**config.mk**
```make
export PLATFORM = sky130hd
export DESIGN_NAME = bridge_signal_sequencer_flat
export DESIGN_NICKNAME = d
export VERILOG_FILES = /design/src/rtl/bridge_pkg.sv /design/src/rtl/bridge_signal_sequencer_if.sv /design/src/rtl/tick_gen.sv /design/src/rtl/bridge_signal_sequencer.sv /design/src/flat_wrapper.sv
export SDC_FILE = /design/constraint.sdc
export NUM_CORES = 1
export LEC_CHECK = 0
export ABC_AREA = 1
export BUFFER_PORTS_ARGS = -buffer_cell sky130_fd_sc_hd__buf_2
export CORE_UTILIZATION = 58
export DETAILED_ROUTE_END_ITERATION = 16
export GPL_ROUTABILITY_DRIVEN = 0
export MAX_ROUTING_LAYER = met4
export PLACE_DENSITY = 0.87
export RECOVER_POWER = 50
export SLEW_MARGIN = 20
export SYNTH_ARGS = -nofsm -noshare
export SYNTH_HDL_FRONTEND = slang
export SYNTH_HIERARCHICAL = 1
export SYNTH_SLANG_ARGS = --single-unit
```
**constraint.sdc**
```tcl
create_clock -name Clock -period 5.5 [get_ports Clock]
set_input_delay 0.275 -clock Clock [delete_from_list [all_inputs] [get_ports Clock]]
set_output_delay 0.275 -clock Clock [all_outputs]
set_load 0.005 [all_outputs]
```
**src/rtl/bridge_pkg.sv**
```systemverilog
// -----------------------------------------------------------------------------
// bridge_pkg
// Shared definitions for the drawbridge signal sequencer:
//   - state_e      : sequencer states (GO, WARN, STOP, RUN, FAULT)
//   - lamp_t       : road lamp vector {red, yellow, green}, one-hot
//   - DEF_*        : default timing constants, also used by the state
//                    decoder's testbench
//   - lamp_for_state : maps a state to its lamp pattern
// -----------------------------------------------------------------------------
package bridge_pkg;

  typedef enum logic [2:0] {
    ST_GO    = 3'd0,
    ST_WARN  = 3'd1,
    ST_STOP  = 3'd2,
    ST_RUN   = 3'd3,
    ST_FAULT = 3'd4
  } state_e;

  // Lamp vector bit order: {red, yellow, green}
  typedef logic [2:0] lamp_t;

  localparam lamp_t LAMP_GREEN  = 3'b001;
  localparam lamp_t LAMP_YELLOW = 3'b010;
  localparam lamp_t LAMP_RED    = 3'b100;

  localparam int DEF_TICK_DIV        = 50_000_000;
  localparam int DEF_YELLOW_TICKS    = 3;
  localparam int DEF_CLEAR_TICKS     = 5;
  localparam int DEF_BLINK_TICKS     = 1;
  localparam int DEF_MOTOR_MAX_TICKS = 30;

  // Every state other than GO and WARN keeps the road closed, including any
  // unexpected encoding.
  function automatic lamp_t lamp_for_state(input state_e st);
    case (st)
      ST_GO:   lamp_for_state = LAMP_GREEN;
      ST_WARN: lamp_for_state = LAMP_YELLOW;
      default: lamp_for_state = LAMP_RED;
    endcase
  endfunction

endpackage

```
**src/rtl/bridge_signal_sequencer_if.sv**
```systemverilog
// -----------------------------------------------------------------------------
// bridge_signal_sequencer_if
// Command and actuator signals between the bridge state decoder and the
// signal sequencer.
//   Commands  : MT (motor), AL (alarm), TFL (traffic stop request)
//   Actuators : LGreen, LYellow, LRed, MotorEn, Buzzer, Fault
// master = decoder side (drives commands), slave = sequencer side.
// -----------------------------------------------------------------------------
interface bridge_signal_sequencer_if;

  logic MT;
  logic AL;
  logic TFL;
  logic LGreen;
  logic LYellow;
  logic LRed;
  logic MotorEn;
  logic Buzzer;
  logic Fault;

  modport master (
    output MT, AL, TFL,
    input  LGreen, LYellow, LRed, MotorEn, Buzzer, Fault
  );

  modport slave (
    input  MT, AL, TFL,
    output LGreen, LYellow, LRed, MotorEn, Buzzer, Fault
  );

endinterface

```
**src/rtl/tick_gen.sv**
```systemverilog
// -----------------------------------------------------------------------------
// tick_gen
// Free-running prescaler counting 0..TICK_DIV-1; Tick is high while the
// count sits on its terminal value. Clear restarts the count so the next
// tick arrives exactly TICK_DIV cycles later.
//   Clock  : system clock
//   Reset  : synchronous, active-high
//   Clear  : synchronous restart of the prescaler
//   Tick   : one cycle in every TICK_DIV
// -----------------------------------------------------------------------------
module tick_gen #(
  parameter int TICK_DIV = 1
) (
  input  logic Clock,
  input  logic Reset,
  input  logic Clear,
  output logic Tick
);

  localparam int CW = $clog2(TICK_DIV + 1);
  localparam logic [CW-1:0] TERM = CW'(TICK_DIV - 1);

  logic [CW-1:0] cnt_q;
  logic [CW-1:0] cnt_d;

  // Next prescaler value: restart on Clear or after the terminal count.
  always_comb begin
    cnt_d = cnt_q;
    if (Clear) begin
      cnt_d = '0;
    end else if (cnt_q >= TERM) begin
      cnt_d = '0;
    end else begin
      cnt_d = cnt_q + CW'(1);
    end
  end

  // Prescaler register.
  always_ff @(posedge Clock) begin
    if (Reset) begin
      cnt_q <= '0;
    end else begin
      cnt_q <= cnt_d;
    end
  end

  assign Tick = (cnt_q == TERM);

endmodule

```
**src/rtl/bridge_signal_sequencer.sv**
```systemverilog
// -----------------------------------------------------------------------------
// bridge_signal_sequencer
// Road lamp sequencing, motor gating, alarm buzzer and motor-overrun fault
// for the drawbridge.
//   Clock   : system clock, rising edge
//   Reset   : synchronous, active-high, overrides everything (incl. FAULT)
//   bus     : slave side of bridge_signal_sequencer_if
//             in  MT, AL, TFL
//             out LGreen, LYellow, LRed, MotorEn, Buzzer, Fault (registered)
// All outputs are registered from next-state values, so they line up with
// the state register and change one cycle after the causing input.
// -----------------------------------------------------------------------------
module bridge_signal_sequencer
  import bridge_pkg::*;
#(
  parameter int TICK_DIV        = DEF_TICK_DIV,
  parameter int YELLOW_TICKS    = DEF_YELLOW_TICKS,
  parameter int CLEAR_TICKS     = DEF_CLEAR_TICKS,
  parameter int BLINK_TICKS     = DEF_BLINK_TICKS,
  parameter int MOTOR_MAX_TICKS = DEF_MOTOR_MAX_TICKS
) (
  input  logic                       Clock,
  input  logic                       Reset,
  bridge_signal_sequencer_if.slave   bus
);

  localparam int SEQ_MAX = (YELLOW_TICKS > CLEAR_TICKS) ? YELLOW_TICKS : CLEAR_TICKS;
  localparam int SEQ_W   = $clog2(SEQ_MAX + 1);
  localparam int RUN_W   = $clog2(MOTOR_MAX_TICKS + 1);
  localparam int BLK_W   = $clog2(BLINK_TICKS + 1);

  localparam logic [SEQ_W-1:0] YELLOW_LOAD = SEQ_W'(YELLOW_TICKS);
  localparam logic [SEQ_W-1:0] CLEAR_LOAD  = SEQ_W'(CLEAR_TICKS);
  localparam logic [RUN_W-1:0] RUN_LIMIT   = RUN_W'(MOTOR_MAX_TICKS);
  localparam logic [BLK_W-1:0] BLINK_LAST  = BLK_W'(BLINK_TICKS - 1);

  logic mt_s;
  logic al_s;
  logic tfl_s;

  state_e           state_q, state_d;
  logic [SEQ_W-1:0] seq_cnt_q, seq_cnt_d;
  logic [RUN_W-1:0] run_cnt_q, run_cnt_d;
  logic [BLK_W-1:0] blink_cnt_q, blink_cnt_d;
  logic             phase_q, phase_d;
  logic             al_q;

  lamp_t            lamp_q;
  logic             motor_en_q;
  logic             buzzer_q;
  logic             fault_q;

  logic             state_tick_s;
  logic             state_clear_s;
  logic             blink_tick_s;
  logic             blink_clear_s;
  logic             al_rise_s;
  logic             stop_done_s;

  assign mt_s  = bus.MT;
  assign al_s  = bus.AL;
  assign tfl_s = bus.TFL;

  // Each timed state starts with a fresh prescaler so it lasts N*TICK_DIV cycles.
  assign state_clear_s = (state_d != state_q);

  tick_gen #(.TICK_DIV(TICK_DIV)) u_state_tick (
    .Clock (Clock),
    .Reset (Reset),
    .Clear (state_clear_s),
    .Tick  (state_tick_s)
  );

  // Blink timing restarts on the AL rise and idles while AL is low.
  assign al_rise_s     = al_s & ~al_q;
  assign blink_clear_s = al_rise_s | ~al_s;

  tick_gen #(.TICK_DIV(TICK_DIV)) u_blink_tick (
    .Clock (Clock),
    .Reset (Reset),
    .Clear (blink_clear_s),
    .Tick  (blink_tick_s)
  );

  // Clearance is complete when the count is already parked at zero or the
  // current tick takes it there.
  assign stop_done_s = (seq_cnt_q == '0) ||
                       (state_tick_s && (seq_cnt_q == SEQ_W'(1)));

  // Next-state logic for the lamp/motor sequence and its counters.
  always_comb begin
    state_d   = state_q;
    seq_cnt_d = seq_cnt_q;
    run_cnt_d = run_cnt_q;
    case (state_q)
      ST_GO: begin
        run_cnt_d = '0;
        // MT is deliberately ignored here; the motor waits for RUN.
        if (tfl_s) begin
          state_d   = ST_WARN;
          seq_cnt_d = YELLOW_LOAD;
        end else begin
          seq_cnt_d = '0;
        end
      end
      ST_WARN: begin
        run_cnt_d = '0;
        // Runs to completion regardless of TFL.
        if (state_tick_s) begin
          if (seq_cnt_q <= SEQ_W'(1)) begin
            state_d   = ST_STOP;
            seq_cnt_d = CLEAR_LOAD;
          end else begin
            seq_cnt_d = seq_cnt_q - SEQ_W'(1);
          end
        end else begin
          seq_cnt_d = seq_cnt_q;
        end
      end
      ST_STOP: begin
        run_cnt_d = '0;
        if (stop_done_s) begin
          seq_cnt_d = '0;
          if (mt_s) begin
            state_d = ST_RUN;
          end else if (!tfl_s) begin
            state_d = ST_GO;
          end else begin
            state_d = ST_STOP;
          end
        end else if (state_tick_s) begin
          seq_cnt_d = seq_cnt_q - SEQ_W'(1);
        end else begin
          seq_cnt_d = seq_cnt_q;
        end
      end
      ST_RUN: begin
        // A counter that has hit its limit trips even if MT has just dropped.
        if (run_cnt_q >= RUN_LIMIT) begin
          state_d = ST_FAULT;
        end else if (!mt_s) begin
          run_cnt_d = '0;
          if (!tfl_s) begin
            state_d = ST_GO;
          end else begin
            state_d = ST_RUN;
          end
        end else if (state_tick_s) begin
          run_cnt_d = run_cnt_q + RUN_W'(1);
        end else begin
          run_cnt_d = run_cnt_q;
        end
      end
      ST_FAULT: begin
        state_d = ST_FAULT;
      end
      default: begin
        state_d = ST_FAULT;
      end
    endcase
  end

  // Next buzzer blink phase: high straight after an AL rise, toggling every
  // BLINK_TICKS ticks, forced low when AL drops.
  always_comb begin
    phase_d     = phase_q;
    blink_cnt_d = blink_cnt_q;
    if (!al_s) begin
      phase_d     = 1'b0;
      blink_cnt_d = '0;
    end else if (al_rise_s) begin
      phase_d     = 1'b1;
      blink_cnt_d = '0;
    end else if (blink_tick_s) begin
      if (blink_cnt_q >= BLINK_LAST) begin
        phase_d     = ~phase_q;
        blink_cnt_d = '0;
      end else begin
        blink_cnt_d = blink_cnt_q + BLK_W'(1);
      end
    end else begin
      phase_d = phase_q;
    end
  end

  // State, counters and registered outputs.
  always_ff @(posedge Clock) begin
    if (Reset) begin
      state_q     <= ST_GO;
      seq_cnt_q   <= '0;
      run_cnt_q   <= '0;
      blink_cnt_q <= '0;
      phase_q     <= 1'b0;
      al_q        <= 1'b0;
      lamp_q      <= LAMP_GREEN;
      motor_en_q  <= 1'b0;
      buzzer_q    <= 1'b0;
      fault_q     <= 1'b0;
    end else begin
      state_q     <= state_d;
      seq_cnt_q   <= seq_cnt_d;
      run_cnt_q   <= run_cnt_d;
      blink_cnt_q <= blink_cnt_d;
      phase_q     <= phase_d;
      al_q        <= al_s;
      lamp_q      <= lamp_for_state(state_d);
      motor_en_q  <= (state_d == ST_RUN) && mt_s;
      buzzer_q    <= (state_d == ST_FAULT) ? 1'b1 : phase_d;
      fault_q     <= (state_d == ST_FAULT);
    end
  end

  assign bus.LGreen  = lamp_q[0];
  assign bus.LYellow = lamp_q[1];
  assign bus.LRed    = lamp_q[2];
  assign bus.MotorEn = motor_en_q;
  assign bus.Buzzer  = buzzer_q;
  assign bus.Fault   = fault_q;

endmodule
```
**src/flat_wrapper.sv**
```systemverilog
// flat-port wrapper written by rule: the top's interface ports become plain ports
module bridge_signal_sequencer_flat import bridge_pkg::*;
#(
  parameter int TICK_DIV        = DEF_TICK_DIV,
  parameter int YELLOW_TICKS    = DEF_YELLOW_TICKS,
  parameter int CLEAR_TICKS     = DEF_CLEAR_TICKS,
  parameter int BLINK_TICKS     = DEF_BLINK_TICKS,
  parameter int MOTOR_MAX_TICKS = DEF_MOTOR_MAX_TICKS
)
  (Clock, Reset, bus_MT, bus_AL, bus_TFL, bus_LGreen, bus_LYellow, bus_LRed, bus_MotorEn, bus_Buzzer, bus_Fault);
  bridge_signal_sequencer_if bus_i ();
  input  logic Clock;
  input  logic Reset;
  input wire logic [$bits(bus_i.MT)-1:0] bus_MT;
  input wire logic [$bits(bus_i.AL)-1:0] bus_AL;
  input wire logic [$bits(bus_i.TFL)-1:0] bus_TFL;
  output wire logic [$bits(bus_i.LGreen)-1:0] bus_LGreen;
  output wire logic [$bits(bus_i.LYellow)-1:0] bus_LYellow;
  output wire logic [$bits(bus_i.LRed)-1:0] bus_LRed;
  output wire logic [$bits(bus_i.MotorEn)-1:0] bus_MotorEn;
  output wire logic [$bits(bus_i.Buzzer)-1:0] bus_Buzzer;
  output wire logic [$bits(bus_i.Fault)-1:0] bus_Fault;
  assign bus_i.MT = bus_MT;
  assign bus_i.AL = bus_AL;
  assign bus_i.TFL = bus_TFL;
  assign bus_LGreen = bus_i.LGreen;
  assign bus_LYellow = bus_i.LYellow;
  assign bus_LRed = bus_i.LRed;
  assign bus_MotorEn = bus_i.MotorEn;
  assign bus_Buzzer = bus_i.Buzzer;
  assign bus_Fault = bus_i.Fault;
  bridge_signal_sequencer #(.TICK_DIV(TICK_DIV), .YELLOW_TICKS(YELLOW_TICKS), .CLEAR_TICKS(CLEAR_TICKS), .BLINK_TICKS(BLINK_TICKS), .MOTOR_MAX_TICKS(MOTOR_MAX_TICKS)) u_core (.Clock(Clock), .Reset(Reset), .bus(bus_i));
endmodule
```
==> results.env <==
SYNTH.FF_LATCH_COUNT=71
FIN_SKEW_NS=0.00929
MAXSLEWHEADROOM_PCT=21.5
FILL_CELLS=606
RSZ0062_AT_GRT='false'
INITIAL_UTILIZATION_PCT=59.6
ROUTE.ANTENNA.REMAINING_NETS=0
SYNTH_CELL_TYPE_COUNT=28
CRIT_FAMILY='simple AND/OR/NAND/NOR gates'
TRITONCTS.NUM_BUFFERS=9
CELLS_TAKING_THE_MOST_AREA_AFTER_SYNTHESIS='dfxtp_1 (33%), nand2_1 (14%), nor2_1 (10%), inv_1 (8.2%), nand3_1 (5.2%)'
TIGHTEST_SLEW_NS=1.17
FLOW.AREA_GROWTH_FROM_SYNTHESIS_PCT=7.18
IR_DROP_V=0.000110
POSTSYNTHCELLCOUNT=655
CPMAXSTAGEDELAYCELL='dfxtp_1'
ROUTE.VIAS.TOTAL=3982
GRTUSAGETOTAL_PCT=25.6
CRITICAL_PATH.CELL_CHAIN='nand2_1, inv_2, nand2_1, nor2_1, nand2_1, nor3_1, nand2_1, nand2_1, nand2_1, inv_1, nand2_1, nand2_1, a31oi_1, nand2_1, nor2_1, o21ai_0, a21oi_2, nand3_4, nor2_1'
NUMBER_OF_BUFFERS_ADDED_FOR_SETUP_AFTER_CTS=0
CTS.REPAIR.RESIZED=0
MAXIMUM_NUMBER_OF_PINS_ON_ONE_NET_BEFORE_GLOBAL_ROUTE_REPAIR=26
POST-ROUTE-PERIOD-UTIL_PCT=52.3
CRITICAL-PATH-MAX-STAGE-DELAY_NS=0.41
CLOCK_LATENCY_NS=0.34
HP-CLASS='primary input to register'
DPL-INSTANCE-AREA_UM2=4400
REMAINING_DRC_ERRORS=0
CRIT_TYPE='register to register'
CORE.ROWCOUNT=31
NETLIST.AREA_LEADER.SHARE_PCT=33.0
DP_HPWL_UM=6480
OUTCOME='complete, no violations'
WL_PER_CELL_UM=11.7
POST_DRT_VIA_CELL_RATIO=5.14
ANTENNA_FOUND_INITIAL=0
CTS_TREE='done'
R2R_START='u_core/u_state_tick/cnt_q[21]'
YS.WARNINGS.COUNT=6
TIMING.FINAL.HOLD_VIOLATIONS=0
CRITICAL_PATH.MAX_FANOUT=25
CRITPATHLAUNCH='u_core/u_state_tick/cnt_q[21]'
DETAILEDROUTE.FIRSTITERATIONVIOLATIONS=196
CTS_ROOT_BUFFER='clkbuf_8'
FINAL_INSTANCE_AREA_UM2=4610
MAXCAPVIOLCOUNT=0
DATA_REQUIRED_TIME_AT_THE_WORST_ENDPOINT_NS=5.72
FP.DIEAREA_UM2=7770
GRT.OVERFLOW.TOTAL=0
FIN_NETS=683
SYNTH_AREA_UM2=4300
HOLD_PATH_STARTPOINT='bus_AL'
WIRELENGTH_UM=9070
POST_SYNTH.CELL_AREA_AVG_UM2=6.57
FIRSTDRTPASSITERS=6
HTREE_LEVELS=3
FINALSETUPVIOLATIONS=0
CTS.HOLD.BUFFERS_ADDED=0
YS_SEQ_AREA_SHARE_PCT=33.0
DRIVE_ABOVE_1_SHARE_PCT=13.3
CLOCKBUFFERDEPTH=2
DESIGN.CORE.AREA_UM2=7210
FIRST_GLOBAL_VIAS=3634
N_ANTENNA_CELL=0
CRITICAL_PATH.N_BUFFERS_INVERTERS=2
POST-SYNTH-TOP-AREA-CELL='dfxtp_1'
WIRE_LENGTH_OF_THE_FIRST_GLOBAL_ROUTING_PASS_UM=15100
P_LEAK_uW=0.00183
MOSTFREQUENTLAYOUTCELL='nand2_1'
FMAX_MHz=347
CRITICAL_PATH.ENDPOINT_TYPE='register'
SETUP.WORST_PATH.START_CLASS='register'
SETUP_TOTAL_NEGATIVE_SLACK_NS=0
DIE_HEIGHT_UM=88.1
DIE_WIDTH_UM=88.1
LAYOUT.CELLS.MOST_COMMON_LIST='nand2_1 (167), nor2_1 (121), inv_1 (94), dfxtp_1 (71), nand3_1 (46)'
CRITPATHARRIVALTIME_NS=3.10
MIN_PERIOD_NS=2.88
POWER_DENSITY_nW_PER_UM2=236
CTS.SINKS=71
FINAL_MAX_SLEW_VIOL_COUNT=0
SYNTH_NETS=667
TOP_LEVEL_PORTS=11
CLK_TRANSITION_REPORTED_PATHS_NS=0.08
IO_BUFFERS=10
CP_COMMON_CELL='nand2_1'
==> worst paths after layout <==
| path | end | slack (ns) | cells after the start |
|---|---|---|---|
| setup / recovery | u_core/u_state_tick/cnt_q[14] | 2.62 | 19 |
| hold reg to reg | u_core/u_blink_tick/cnt_q[0] | 0.47 | 1 |
| hold / removal | u_core/al_q | 0.17 | 3 |
| setup reg to reg | u_core/u_state_tick/cnt_q[14] | 2.62 | 19 |
==> tightest hold or removal path: cells and delay by family <==
| family | cells | cell delay (ns) |
|---|---|---|
| buffers and inverters | 2 | 0.16 |
| AND/OR/NAND/NOR | 1 | 0.03 |
==> cells in the mapped netlist <==
library cell and instances:
nand2_1 165, nor2_1 120, inv_1 94, dfxtp_1 71, nand3_1 45, nor2_2 25
nand4_1 15, xnor2_1 15, nor2_4 13, nand2_2 12, o21ai_0 11, xor2_1 11
inv_2 9, nor3_1 8, a21oi_1 7, ha_1 7, a21oi_2 5, nand3_2 4
a31oi_1 3, nand3_4 3, buf_12 2, buf_8 2, o21bai_1 2, or2_2 2
clkbuf_1 1, nor3_2 1, o21ai_2 1, or2_1 1
==> through the flow <==
stage          utilization (%)  total power [µW]  worst slack [ns]  instances  hold WS (ns)
6_report                  63.9              1090              2.62        775         0.167
5_1_grt                   63.9              1120              2.34        775         0.175
4_1_cts                   64.3              1090              2.80        775         0.160
3_5_place_dp              61.0               600              2.85        759         0.454
3_3_place_gp              61.0               597              3.02        759         0.438
2_1_floorplan                -               589              3.28        655         0.337
==> sequential cells by signal, summed over array words and instances (netlist names) <==
name                       count
u_core/al_q                    1
u_core/bus.Buzzer              1
u_core/bus.Fault               1
u_core/bus.MotorEn             1
u_core/lamp_q                  3
u_core/phase_q                 1
u_core/run_cnt_q               5
u_core/seq_cnt_q               3
u_core/state_q                 3
u_core/u_blink_tick/cnt_q     26
u_core/u_state_tick/cnt_q     26
==> where the power goes <==
| group | total [µW] | internal (µW) | switching (µW) |
|---|---|---|---|
| Combinational | 61.8 | 19.3 | 42.5 |
| Sequential | 527 | 521 | 5.95 |
| Clock | 498 | 301 | 198 |
==> cells by family after synthesis <==
logic type / Yosys count / share of synthesized area [%]
XOR/XNOR: 26 / 5.29
flip-flops: 71 / 33.0
adder cells (fa/ha/maj): 7 / 2.04
AND/OR/NAND/NOR: 414 / 44.8
buffers and inverters: 108 / 10.7
AO/OA/AOI/OAI: 29 / 4.10
==> cell type report <==
| cell class | count | area (µm²) | share of cell area (%) |
|---|---|---|---|
| clock buffers | 10 | 128 | 2.77 |
| flip-flops and latches | 71 | 1420 | 30.8 |
| multi-input cells | 476 | 2400 | 52.0 |
| inverters | 103 | 387 | 8.39 |
| clock inverters | 6 | 109 | 2.36 |
| repair buffers | 10 | 42.5 | 0.923 |
| well taps | 99 | 124 | 2.69 |
==> layer usage <==
layer  track usage, %  part of all wire, %  routed length, µm  vias up
met3             4.43                  4.8                431       23
met2             44.7                   49               4450      127
li1                 -                    -                  -     2047
met5                -                    0                  0        -
met1             28.9                   44               3990     1785
met4             10.3                  2.2                198        0
(Power assumes the default switching activity.)
